`src/rtl/prio_grant_arbiter.sv`:
```
// Fixed-priority (highest index wins) arbiter with a registered one-hot grant and index.
// A hold timeout masks the revoked requester once so lower indices get a turn.
module prio_grant_arbiter #(
  parameter int N        = 8,
  parameter int IW       = 3,
  parameter int MAX_HOLD = 16,
  parameter int CW       = 5
) (
  input  logic          clk,
  input  logic          rst_n,
  input  logic [N-1:0]  req,
  input  logic          en,
  output logic [N-1:0]  gnt,
  output logic [IW-1:0] gnt_idx,
  output logic          gnt_valid,
  output logic          timeout
);

  typedef enum logic [1:0] {S_IDLE, S_GRANT, S_GAP} state_t;

  localparam logic [CW-1:0] HOLD_LIM = CW'(MAX_HOLD);
  localparam logic [CW-1:0] HOLD_SAT = '1;

  state_t        r_state, w_state;
  logic [N-1:0]  r_gnt, w_gnt;
  logic [IW-1:0] r_gnt_idx, w_gnt_idx;
  logic          r_gnt_valid, w_gnt_valid;
  logic          r_timeout, w_timeout;
  logic [CW-1:0] r_hold_cnt, w_hold_cnt;
  logic [N-1:0]  r_mask, w_mask;
  logic [N-1:0]  w_elig;
  logic [IW-1:0] w_win;

  function automatic logic [IW-1:0] f_high_idx(input logic [N-1:0] v);
    logic [IW-1:0] idx;
    idx = '0;
    for (int i = 0; i < N; i++) begin
      if (v[i]) idx = IW'(i);
    end
    return idx;
  endfunction

  assign w_elig = req & ~r_mask;
  assign w_win  = f_high_idx(w_elig);

  always_ff @(posedge clk or negedge rst_n) begin
    if (!rst_n) begin
      r_state     <= S_IDLE;
      r_gnt       <= '0;
      r_gnt_idx   <= '0;
      r_gnt_valid <= 1'b0;
      r_timeout   <= 1'b0;
      r_hold_cnt  <= '0;
      r_mask      <= '0;
    end else begin
      r_state     <= w_state;
      r_gnt       <= w_gnt;
      r_gnt_idx   <= w_gnt_idx;
      r_gnt_valid <= w_gnt_valid;
      r_timeout   <= w_timeout;
      r_hold_cnt  <= w_hold_cnt;
      r_mask      <= w_mask;
    end
  end

  always_comb begin
    w_state     = r_state;
    w_gnt       = r_gnt;
    w_gnt_idx   = r_gnt_idx;
    w_gnt_valid = r_gnt_valid;
    w_timeout   = 1'b0;
    w_hold_cnt  = r_hold_cnt;
    w_mask      = r_mask;
    case (r_state)
      S_IDLE: begin
        w_gnt       = '0;
        w_gnt_valid = 1'b0;
        if (en && (|w_elig)) begin
          w_gnt       = N'(1) << w_win;
          w_gnt_idx   = w_win;
          w_gnt_valid = 1'b1;
          w_hold_cnt  = CW'(1);
          w_mask      = '0;
          w_state     = S_GRANT;
        end else if (en && (|req)) begin
          // Everyone still asking is masked: drop the mask so they compete next edge.
          w_mask = '0;
        end
      end
      S_GRANT: begin
        if (!req[r_gnt_idx]) begin
          w_gnt       = '0;
          w_gnt_valid = 1'b0;
          w_state     = S_GAP;
        end else if ((MAX_HOLD != 0) && (r_hold_cnt == HOLD_LIM)) begin
          w_gnt       = '0;
          w_gnt_valid = 1'b0;
          w_timeout   = 1'b1;
          w_mask      = N'(1) << r_gnt_idx;
          w_state     = S_GAP;
        end else if (r_hold_cnt != HOLD_SAT) begin
          w_hold_cnt = r_hold_cnt + CW'(1);
        end
      end
      S_GAP: begin
        w_gnt       = '0;
        w_gnt_valid = 1'b0;
        w_state     = S_IDLE;
      end
      default: begin
        w_gnt       = '0;
        w_gnt_valid = 1'b0;
        w_state     = S_IDLE;
      end
    endcase
  end

  assign gnt       = r_gnt;
  assign gnt_idx   = r_gnt_idx;
  assign gnt_valid = r_gnt_valid;
  assign timeout   = r_timeout;

endmodule

```
`config.mk`:
```
export PLATFORM = sky130hd
export DESIGN_NAME = prio_grant_arbiter
export DESIGN_NICKNAME = d
export VERILOG_FILES = /design/src/rtl/prio_grant_arbiter.sv
export SDC_FILE = /design/constraint.sdc
export NUM_CORES = 1
export LEC_CHECK = 0
export ABC_AREA = 1
export BUFFER_PORTS_ARGS = -buffer_cell sky130_fd_sc_hd__buf_2
export CAP_MARGIN = 0
export CORE_UTILIZATION = 53
export CTS_BUF_LIST = sky130_fd_sc_hd__clkbuf_8
export DETAILED_ROUTE_END_ITERATION = 7
export PLACE_DENSITY = 0.78
export REMOVE_ABC_BUFFERS = 1
export SYNTH_ARGS = -nofsm -noshare
export SYNTH_HDL_FRONTEND = slang
export SYNTH_SLANG_ARGS = --single-unit
```
`constraint.sdc`:
```
create_clock -name clk -period 1.6 [get_ports clk]
set_input_delay 0.16 -clock clk [delete_from_list [all_inputs] [get_ports clk]]
set_output_delay 0.16 -clock clk [all_outputs]
set_load 0.01 [all_outputs]
```
==> metrics <==
status=finished, final reports clean; Initial DRC Count=83; worst endpoint required time=1.83 ns; min setup slack post-route=0.0186 ns; Starting Density=56.4%; Worst Setup Path Type=reg2reg; clock sink count=28; cell depth of the worst hold path=3; initial antenna violation count=0; FP Rows=19; Util after Layout=69.3%; Max Freq=0.632 GHz; CP Max Fanout=5; Clock transition at path regs=0.10 ns; first-pass GRT wire length=5700 um; R2R Path Start=r_hold_cnt[1]$_DFFE_PN0P_; Synth cell types=23; Post-Syn Area per Cell=7.29 um^2; post-synthesis register bit count=28; clock skew=0.00137 ns; final hold viol count=0; Routed wire per std cell=12.9 um; r2r worst-path depth=9; crit start category=flop; sequential area share after synthesis=44.7%; Worst-Margin Slew=0.635 ns; Post-route DRC=0; Leak=1.05 nW; total core area=2780 um^2; final setup fails=0; Root Buffer=clkbuf_8; Worst EP arrival=1.81 ns; worst r2r dst=r_hold_cnt[4]$_DFFE_PN0P_; post-layout min period=1.58 ns; slew margin rel.=57.7%; CTS tree=done; DR vias=1501; R2R setup slack=0.02 ns; total CTS buffers=3; Horiz. Die Dim=56.4 um; die area=3180 um^2; Cell Count, Final, Fillers Out=282; Max IR drop VDD=0.00117 V; CTS Buffer Depth=2; Worst-Skew Late Latency=0.28 ns; H-Tree Level Count=1; crit end category=flop; unrepaired setup endpoints after global routing=yes; gate count of the mapped netlist=215; Hold Crit Class=in2reg; hold path start=en; fin. max-slew vios=0; synthesized cell area=1570 um^2; pre-CTS WS=-0.0127 ns; WHS=0.238 ns; area delta synth->final=22.9%; GP Congestion=0.908; io pins=24; Post-Route WL=3620 um; nets=266; DRT Pass-1 Iters=4; largest net degree at the start of global routing=29; Hold EP=gnt_valid$_DFFE_PN0P_; antenna cells=0; Synth Warn #=0; Tot GR Track Use=23.4%; Pwr Total=3.12 mW; Port Buffers=23; DP Wirelength=2420 um; grt ovf=0; placed insts=271; vias per cell=5.32; Max-Cap Viols=0; remaining antenna violation count=0; fin crit share=98.8%; share of post-route cells with drive strength above 1=24.7%; vias in the first global route=1362; PD cells=1620 nW/um^2; Die Height=56.4 um
[worst max-delay path by stage]
stage / from / end / slack [ns]
finish: r_hold_cnt[1]$_DFFE_PN0P_ / r_hold_cnt[4]$_DFFE_PN0P_ / 0.02
global placement: r_hold_cnt[1]$_DFFE_PN0P_ / r_hold_cnt[1]$_DFFE_PN0P_ / 0.08
detailed placement: r_hold_cnt[1]$_DFFE_PN0P_ / r_hold_cnt[4]$_DFFE_PN0P_ / -0.01
global route: r_hold_cnt[0]$_DFFE_PN0P_ / r_hold_cnt[4]$_DFFE_PN0P_ / -0.04
floorplan: r_hold_cnt[0]$_DFFE_PN0P_ / r_hold_cnt[0]$_DFFE_PN0P_ / 0.11
CTS: r_hold_cnt[0]$_DFFE_PN0P_ / r_hold_cnt[4]$_DFFE_PN0P_ / 0.002
[final cells by class]
class | instances | area [um^2]
inverters | 24 | 90.1
repair buffers | 33 | 205
well taps | 31 | 38.8
fillers | 234 | 855
multi-input cells | 162 | 820
clock buffers | 3 | 41.3
flip-flops and latches | 28 | 702
clock inverters | 1 | 30.0
[cell usage in the layout (no fill, tap or decap), drive strengths merged]
| cell type | Yosys | routed |
|---|---|---|
| nand2 | 95 | 95 |
| buf | 1 | 32 |
| dfrtp | 28 | 28 |
| inv | 24 | 24 |
| nand3 | 24 | 24 |
| nor2 | 23 | 23 |
| o21ai | 7 | 7 |
| clkbuf | 0 | 3 |
| a21oi | 3 | 3 |
| ha | 3 | 3 |
| nor3 | 2 | 2 |
| nand4 | 1 | 1 |
| or2 | 1 | 1 |
| xor2 | 1 | 1 |
| nor3b | 1 | 1 |
| o21a | 1 | 1 |
| bufinv | 0 | 1 |
| dlygate4sd3 | 0 | 1 |
[report_power, final]
part	internal, mW	leakage, nW	switching [mW]
clock network	0.336	0.0357	0.231
logic	0.570	0.643	0.990
registers	0.856	0.371	0.134
[kinds of logic (layout without fill, tap and decap cells)]
| family | count (synthesis) | after routing | synth area share, % |
|---|---|---|---|
| and+or+nand+nor | 147 | 147 | 41.5 |
| xor gates and xnor gates | 1 | 1 | 0.559 |
| adders and majority gates | 3 | 3 | 2.39 |
| DFF | 28 | 28 | 44.7 |
| buffers and inverters | 25 | 61 | 6.46 |
| AOI/OAI and AO/OA | 11 | 11 | 4.39 |
[worst max-delay path, cell delays in order, from the launching register on]
cell and delay, ns:
dfrtp_1 0.42, ha_2 0.21, nand2_2 0.08, nor2_2 0.04, ha_1 0.17, or2_1 0.21, nand2_2 0.12, buf_12 0.13
nand3_1 0.08, nand2_1 0.08
[synth_stat cells]
library cell	number	area share [%]
inv_1	21	5.0
nand3_1	21	6.7
o21ai_0	5	1.6
a21oi_4	1	1.0
dfrtp_1	28	45
nor2_2	1	0.40
or2_1	1	0.40
inv_2	3	0.72
nand3_2	3	1.9
nand2_1	88	21
nor3b_1	1	0.48
ha_1	3	2.4
xor2_1	1	0.56
nand2_4	3	2.2
nor3_1	2	0.64
o21a_1	1	0.48
nand2_2	4	1.6
o21ai_1	2	0.64
nand4_1	1	0.40
nor2_1	21	5.0
nor2_4	1	0.72
a21oi_1	2	0.64
buf_6	1	0.72
[layer usage]
metal / GRT usage (%) / routed length [um] / share of wire (%) / vias up
li1: - / - / - / 742
met1: 28.9 / 1610 / 45 / 699
met2: 40.3 / 1760 / 49 / 48
met3: 3.00 / 157 / 4.3 / 12
met4: 11.1 / 93 / 2.6 / 0
met5: 0 / 0 / 0 / -
[flip-flops by register name (all words and copies together), names as in the netlist]
name / count
timeout: 1
r_hold_cnt: 5
gnt_valid: 1
r_mask: 8
gnt_idx: 3
gnt: 8
r_state: 2
[repair_timing]
action,4_1_cts,5_1_grt
hold endpoints to repair,28,0
resized for setup,0,13
setup endpoints to repair,2,21
gates cloned,0,0
setup buffers,2,4
hold buffers,1,0
pin swaps,0,9
[metrics by stage]
step                area (um^2)  TNS, ns
finish                     1930        0
global route               1930   -0.133
detailed placement         1730  -0.0127
CTS                        1840        0
global placement           1730        0
floorplan                  1560        0
(Power assumes the default switching activity.)
